===== config.mk =====
export PLATFORM = sky130hd
export DESIGN_NAME = sha256_msg_sched
export DESIGN_NICKNAME = d
export VERILOG_FILES = /design/src/rtl/sha256_pkg.sv /design/src/rtl/sha256_sigma.sv /design/src/rtl/sha256_msg_sched.sv
export SDC_FILE = /design/constraint.sdc
export NUM_CORES = 1
export LEC_CHECK = 0
export ABC_AREA = 1
export BUFFER_PORTS_ARGS = -buffer_cell sky130_fd_sc_hd__buf_2
export CELL_PAD_IN_SITES_DETAIL_PLACEMENT = 1
export CELL_PAD_IN_SITES_GLOBAL_PLACEMENT = 2
export CORE_UTILIZATION = 37
export DETAILED_ROUTE_END_ITERATION = 6
export GPL_TIMING_DRIVEN = 0
export HOLD_SLACK_MARGIN = 0.12
export PLACE_DENSITY = 0.79
export SLEW_MARGIN = 20
export SYNTH_ARGS = -nofsm -noshare
export SYNTH_HDL_FRONTEND = slang
export SYNTH_HIERARCHICAL = 1
export SYNTH_SLANG_ARGS = --single-unit

===== constraint.sdc =====
create_clock -name clock -period 4.6 [get_ports clock]
set_input_delay 0.23 -clock clock [delete_from_list [all_inputs] [get_ports clock]]
set_output_delay 0.23 -clock clock [all_outputs]
set_load 0.01 [all_outputs]

===== src/rtl/sha256_pkg.sv =====
// Shared constants, FSM state encoding and rotate helper for the SHA-256 message schedule.
// MSG_SCHED_STALL_CNT_EN adds the stall counter width used by the optional stall_cnt port.
package sha256_pkg;

  localparam int unsigned WORD_W      = 32;
  localparam int unsigned BLOCK_WORDS = 16;
  localparam int unsigned ROUNDS      = 64;
  localparam int unsigned T_W         = $clog2(ROUNDS);

  localparam int unsigned S0_ROT_A = 7;
  localparam int unsigned S0_ROT_B = 18;
  localparam int unsigned S0_SHR   = 3;
  localparam int unsigned S1_ROT_A = 17;
  localparam int unsigned S1_ROT_B = 19;
  localparam int unsigned S1_SHR   = 10;

`ifdef MSG_SCHED_STALL_CNT_EN
  localparam int unsigned STALL_W = 16;
`endif

  typedef enum logic [2:0] {
    IDLE,
    LOAD,
    EXPAND,
    DRAIN,
    DONE
  } state_e;

  function automatic logic [WORD_W-1:0] rotr(input logic [WORD_W-1:0] x, input int unsigned n);
    return (x >> n) | (x << (WORD_W - n));
  endfunction

endpackage


===== src/rtl/sha256_sigma.sv =====
// SHA-256 small sigma functions (s0 = sigma0, s1 = sigma1) of one word; purely combinational.
module sha256_sigma
  import sha256_pkg::*;
(
  input  logic [WORD_W-1:0] x,
  output logic [WORD_W-1:0] s0,
  output logic [WORD_W-1:0] s1
);

  assign s0 = rotr(x, S0_ROT_A) ^ rotr(x, S0_ROT_B) ^ (x >> S0_SHR);
  assign s1 = rotr(x, S1_ROT_A) ^ rotr(x, S1_ROT_B) ^ (x >> S1_SHR);

endmodule


===== src/rtl/sha256_msg_sched.sv =====
// SHA-256 message schedule: loads 16 words, emits W[0..63] over a valid/ready handshake.
// Optional MSG_SCHED_STALL_CNT_EN adds a saturating stall_cnt output.
module sha256_msg_sched
  import sha256_pkg::*;
(
  input  logic              clock,
  input  logic              reset_n,
  input  logic              start,
  input  logic [WORD_W-1:0] msg_word,
  input  logic              msg_valid,
  output logic              msg_ready,
  output logic [WORD_W-1:0] w_out,
  output logic [T_W-1:0]    w_t,
  output logic              w_valid,
  input  logic              w_ready,
  output logic              busy,
  output logic              done
`ifdef MSG_SCHED_STALL_CNT_EN
  ,
  output logic [STALL_W-1:0] stall_cnt
`endif
);

  state_e                             state_q, state_d;
  logic [T_W-1:0]                     count_q, count_d;
  logic [BLOCK_WORDS-1:0][WORD_W-1:0] win_q, win_d;
  logic [WORD_W-1:0]                  w_out_q, w_out_d;
  logic [T_W-1:0]                     w_t_q, w_t_d;
  logic                               w_valid_q, w_valid_d;
  logic                               done_q, done_d;

  logic              slot_free;
  logic              push;
  logic [WORD_W-1:0] push_word;
  logic [WORD_W-1:0] expand_word;
  logic [WORD_W-1:0] s0_lo, s1_hi, s1_lo_unused, s0_hi_unused;

  // win_q[1] = W[t-15] feeds sigma0, win_q[14] = W[t-2] feeds sigma1
  sha256_sigma u_sigma_lo (.x(win_q[1]),  .s0(s0_lo),        .s1(s1_lo_unused));
  sha256_sigma u_sigma_hi (.x(win_q[14]), .s0(s0_hi_unused), .s1(s1_hi));

  assign expand_word = s1_hi + win_q[9] + s0_lo + win_q[0];
  assign slot_free   = !w_valid_q || w_ready;

  always_comb begin
    state_d   = state_q;
    count_d   = count_q;
    win_d     = win_q;
    w_out_d   = w_out_q;
    w_t_d     = w_t_q;
    w_valid_d = w_valid_q && !w_ready;
    msg_ready = 1'b0;
    push      = 1'b0;
    push_word = msg_word;

    unique case (state_q)
      IDLE: begin
        if (start) begin
          state_d = LOAD;
          count_d = '0;
        end
      end
      LOAD: begin
        msg_ready = slot_free;
        if (msg_valid && slot_free) begin
          push = 1'b1;
          if (count_q == T_W'(BLOCK_WORDS - 1)) state_d = EXPAND;
        end
      end
      EXPAND: begin
        if (slot_free) begin
          push      = 1'b1;
          push_word = expand_word;
          if (count_q == T_W'(ROUNDS - 1)) state_d = DRAIN;
        end
      end
      DRAIN: begin
        if (w_ready) state_d = DONE;
      end
      DONE: begin
        state_d = IDLE;
      end
      default: begin
        state_d = IDLE;
      end
    endcase

    // A pushed word enters the window and the output slot in the same edge
    if (push) begin
      win_d     = {push_word, win_q[BLOCK_WORDS-1:1]};
      w_out_d   = push_word;
      w_t_d     = count_q;
      w_valid_d = 1'b1;
      count_d   = count_q + T_W'(1);
    end

    done_d = (state_d == DONE);
  end

  always_ff @(posedge clock or negedge reset_n) begin
    if (!reset_n) begin
      state_q   <= IDLE;
      count_q   <= '0;
      win_q     <= '0;
      w_out_q   <= '0;
      w_t_q     <= '0;
      w_valid_q <= 1'b0;
      done_q    <= 1'b0;
    end else begin
      state_q   <= state_d;
      count_q   <= count_d;
      win_q     <= win_d;
      w_out_q   <= w_out_d;
      w_t_q     <= w_t_d;
      w_valid_q <= w_valid_d;
      done_q    <= done_d;
    end
  end

  assign w_out   = w_out_q;
  assign w_t     = w_t_q;
  assign w_valid = w_valid_q;
  assign done    = done_q;
  assign busy    = (state_q != IDLE);

`ifdef MSG_SCHED_STALL_CNT_EN
  logic [STALL_W-1:0] stall_q, stall_d;

  // Stalled-output cycles per block; cleared by an accepted start, frozen in IDLE
  always_comb begin
    stall_d = stall_q;
    if (state_q == IDLE) begin
      if (start) stall_d = '0;
    end else if (w_valid_q && !w_ready && (stall_q != '1)) begin
      stall_d = stall_q + STALL_W'(1);
    end
  end

  always_ff @(posedge clock or negedge reset_n) begin
    if (!reset_n) stall_q <= '0;
    else          stall_q <= stall_d;
  end

  assign stall_cnt = stall_q;
`endif

endmodule

Word-level counts from Yosys, hierarchy flattened
Cells that the tools add are included.
{"block": "word_totals", "output_inout_bits": 42, "elab_cells": 66, "ff_bits": 529, "inputBits": 37}
{"block": "classes", "n_mux": 17, "n_eq_ne": 6, "reduce_logical": 10, "n_bitwise": 8, "addsub": 4}
{"operator": "$add 32x32->32", "count": 3}
{"operator": "$mux 32", "count": 2}
{"operator": "$xor 32x32->32", "count": 2}
{"operator": "$or 13x32->32", "count": 1}
{"operator": "$or 14x32->32", "count": 1}
{"operator": "$or 15x32->32", "count": 1}
{"operator": "$or 25x32->32", "count": 1}
{"operator": "$xor 32x22->32", "count": 1}
{"operator": "$xor 32x29->32", "count": 1}
{"operator": "$mux 3", "count": 6}
{"operator": "$mux 6", "count": 3}
{"operator": "$pmux 3 s4", "count": 1}
{"operator": "$add 6x1->6 const B", "count": 1}
{"operator": "$eq 3x2->1 const B", "count": 2}
{"operator": "$eq 6x4->1 const B", "count": 1}
{"operator": "$eq 6x6->1 const B", "count": 1}
{"operator": "$mux 1", "count": 4}
{"operator": "$reduce_bool 2->1", "count": 2}
{"operator": "$eq 3x1->1 const B", "count": 1}
{"operator": "$eq 3x3->1 const B", "count": 1}
{"operator": "$logic_not 3->1", "count": 1}
{"operator": "$reduce_bool 3->1", "count": 1}
{"operator": "$logic_and 1x1->1", "count": 2}
{"operator": "$logic_not 1->1", "count": 2}
{"operator": "other kinds (3)", "count": 3}

Depth between registers and ports, before layout
{"block": "logic_depth", "word_depth": 8, "mapped_depth": 24, "ltp_nobuf": 23}

Modules after synthesis
The synthesis kept the hierarchy.
{"mod": "sha256_msg_sched", "seq_area_each_um2": 13237.7, "area_per_inst_um2": 24463.5, "n_inst": 1, "cells_per_inst": 2960}
{"mod": "sha256_sigma", "seq_area_each_um2": 0.0, "area_per_inst_um2": 1503.9, "n_inst": 2, "cells_per_inst": 361}

Worst setup path before layout
OpenSTA, ideal clock, no wires.
{"block": "synth_timing", "path_kind": "register to register", "start": "register win_q[40] in the netlist's numbering", "end": "register w_out_q[21], in the netlist w_out[21]", "path_stages_with_launch": 23, "setup_time_ns": 0.130, "arrival_ns": 3.147, "required_time_ns": 4.470, "synth_period_minus_slack_ns": 3.276, "slack_ns": 1.324, "cell_sequence": "dfrtp_1 -> inv_1 -> nand2_1 -> nand2_1 -> nand2_1 -> nand2_1 -> inv_1 -> fa_1 -> fa_1 -> inv_1 -> ha_1 -> inv_1 -> fa_1 -> inv_1 -> nand3_1 -> nand3_1 -> nand2_1 -> nand3_1 -> nand2_1 -> nand3_1 -> nand3_1 -> nand2_1 -> o21ai_0"}
{"block": "synth_between", "elab_chain_cells": 7}
{"item": "start: declaration", "line": "sha256_msg_sched.sv:26", "rtl": "logic [BLOCK_WORDS-1:0][WORD_W-1:0] win_q, win_d;"}
{"item": "start signal: assignment", "line": "sha256_msg_sched.sv:112", "rtl": "win_q <= win_d;"}
{"item": "$or 25x32->32", "line": "sha256_pkg.sv:30", "rtl": "return (x >> n) | (x << (WORD_W - n));"}
{"item": "$xor 32x32->32", "line": "sha256_sigma.sv:10", "rtl": "assign s0 = rotr(x, S0_ROT_A) ^ rotr(x, S0_ROT_B) ^ (x >> S0_SHR);"}
{"item": "$xor 32x29->32", "line": "sha256_sigma.sv:10"}
{"item": "named net s0_lo[1]", "line": "sha256_msg_sched.sv:36", "rtl": "logic [WORD_W-1:0] s0_lo, s1_hi, s1_lo_unused, s0_hi_unused;"}
{"item": "$add 32x32->32 (2 in series)", "line": "sha256_msg_sched.sv:42", "rtl": "assign expand_word = s1_hi + win_q[9] + s0_lo + win_q[0];"}
{"item": "$mux 32", "line": "sha256_msg_sched.sv:71", "rtl": "if (slot_free) begin"}
{"item": "$mux 32", "line": "sha256_msg_sched.sv:56", "rtl": "unique case (state_q)"}
{"item": "end signal: assignment", "line": "sha256_msg_sched.sv:113", "rtl": "w_out_q <= w_out_d;"}
{"item": "end: declaration", "line": "sha256_msg_sched.sv:27", "rtl": "logic [WORD_W-1:0] w_out_q, w_out_d;"}
The timed path passes the listed nets, and every way through them passes these cells.
A chain may end at the register's enable or synchronous reset.

Final worst setup path
Ends and elaborated chain as after synthesis.

==> metrics.yaml <==
die:
  io_pins: 79
  rows: 97
  core_area_sq_um: 70000
  die_y_um: 268
  dieWidth_um: 268
  dieArea_sq_um: 71700
  start_util_pct: 37.3
worst_setup_path:
  arrival_ps: 4790
  required_ps: 5130
  crit_path_max_fanout: 6
  end_kind: "flip-flop"
  worst_setup_path_start_kind: "flip-flop"
  crit_type: "flip-flop to flip-flop"
clock_network:
  clk_pin_slew_ps: 60
  cts.sinks: 529
  cts_max_path_buffers: 3
  cts_buffers: 60
  cts_setup_buffers: 0
  cts_root_buf: "clkbuf_16"
  cts_tree: "yes"
  clk_latency_ps: 660
  h-tree-depth: 2
timing:
  setup_viol: 0
  rsz0062_at_grt: "no"
  max_freq_ghz: 0.235
  relSlewSlack_pct: 33.2
  hold_viol_final: 0
  tightest_slew_ps: 1000
  tns_ps: 0
  fin_crit_sh_pct: 92.7
  final.setup_skew_ps: 41.4
  slew_violations: 0
  period_minus_slack_ps: 4260
synth:
  syn_inst: 3362
  syn_nets: 3493
  avgSynthCellArea_sq_um: 7.78
  netlist_area_sq_um: 26100
  yosys_warnings: 6
drt:
  first_pass_iters: 5
  ant_nets: 0
  first_iter_violations: 1317
  num_vias: 21295
  wl_per_cell_um: 19.2
  routed_via_density: 4.70
  wl_mm: 87.1
  drc: 0
grt:
  grt_max_degree: 102
  gr-total-overflow: 0
  antenna_found_initial: 3
  grt_pass1_vias: 22587
  grt_pass1_wl_mm: 135
  grt_usage_pct: 25.1
placed_design:
  dp_hpwl_mm: 68.7
  numPortBuffers: 78
  place_congestion: 0.958
layout:
  area_growth_pct: 16.0
  drive_above_1_share_pct: 9.63
  final_common_cell: "nand2_1"
  diodes: 0
  final_cell_mix: "1750 x nand2_1, 529 x dfrtp_1, 361 x inv_1"
  nets: 3675
  fillers: 8578
job:
  maxCapViolCount: 0
run_status:
  status: "complete, no violations"
worst_hold_path:
  min_path_type: "input port to async pin"
[final timing paths]
| path | from | to | slack [ps] | depth (start not counted) |
|---|---|---|---|---|
| hold reg to reg | win_q[161]$_DFFE_PN0P_ | win_q[129]$_DFFE_PN0P_ | 470 | 2 |
| setup reg to reg | win_q[40]$_DFFE_PN0P_ | w_out[21]$_DFFE_PN0P_ | 340 | 22 |
| max in group asynchronous | reset_n | win_q[470]$_DFFE_PN0P_ | 2210 | 6 |
| min in group clock | w_ready | state_q[2]$_DFF_PN0_ | 400 | 4 |
| hold / removal | reset_n | done$_DFF_PN0_ | 150 | 2 |
| setup / recovery | win_q[40]$_DFFE_PN0P_ | w_out[21]$_DFFE_PN0P_ | 340 | 22 |
[per-layer routing]
layer	global-route usage (%)	share of wire, %	up-vias	wire, um
li1	-	-	10389	-
met1	34.3	47	10517	40600
met5	0	0	-	0
met2	41.9	48	291	41400
met4	7.27	3.0	0	2600
met3	2.69	2.9	98	2530
[registers in the layout (all words and copies together) (netlist names)]
register,cells
done,1
state_q,3
count_q,6
w_out,32
w_valid,1
win_q,480
w_t,6
[critical path, cell delays in order, from the launching register on]
cell and delay (ps):
dfrtp_1 510, inv_1 160, nand2_1 110, nand2_1 60, nand2_1 60, nand2_1 40, inv_1 90, fa_1 460
fa_1 540, inv_1 90, ha_1 230, inv_1 80, fa_1 410, inv_1 130, nand3_1 80, nand3_1 160
nand2_1 80, nand3_1 150, nand2_1 100, nand3_1 80, nand3_1 140, nand2_1 230, o21ai_0 140
[metrics by stage]
| stage | utilization [%] | hold slack (ps) | instances | instance area (sq um) | setup slack, ps |
|---|---|---|---|---|---|
| floorplan | - | -65.6 | 3362 | 26100 | 1390 |
| global placement | 39.6 | 451 | 4380 | 27700 | -7590 |
| detailed placement | 39.8 | 260 | 4385 | 27900 | 359 |
| CTS | 43.3 | 181 | 4533 | 30300 | 350 |
| global route | 43.3 | 214 | 4533 | 30300 | 69.7 |
| finish | 43.3 | 154 | 4533 | 30300 | 337 |
[final cells by class]
cell class	instances	area (sq um)	share of cell area [%]
tap	940	1180	3.88
inverter	404	1520	5.00
buffer	172	965	3.18
timing repair buffer	120	908	3.00
sequential	529	13200	43.7
clock inverter	28	365	1.21
multi-input combinational	2257	10400	34.4
clock buffer	83	1730	5.70
[repair_timing]
| action | 4_1_cts | 5_1_grt |
|---|---|---|
| hold buffers | 37 | 0 |
| hold endpoints to repair | 139 | 0 |
| gates resized for setup | 0 | 0 |
| setup endpoints to repair | 0 | 0 |
Power is not shown: default switching activity piles up to over one toggle a cycle in this logic, so the estimate is an artifact.
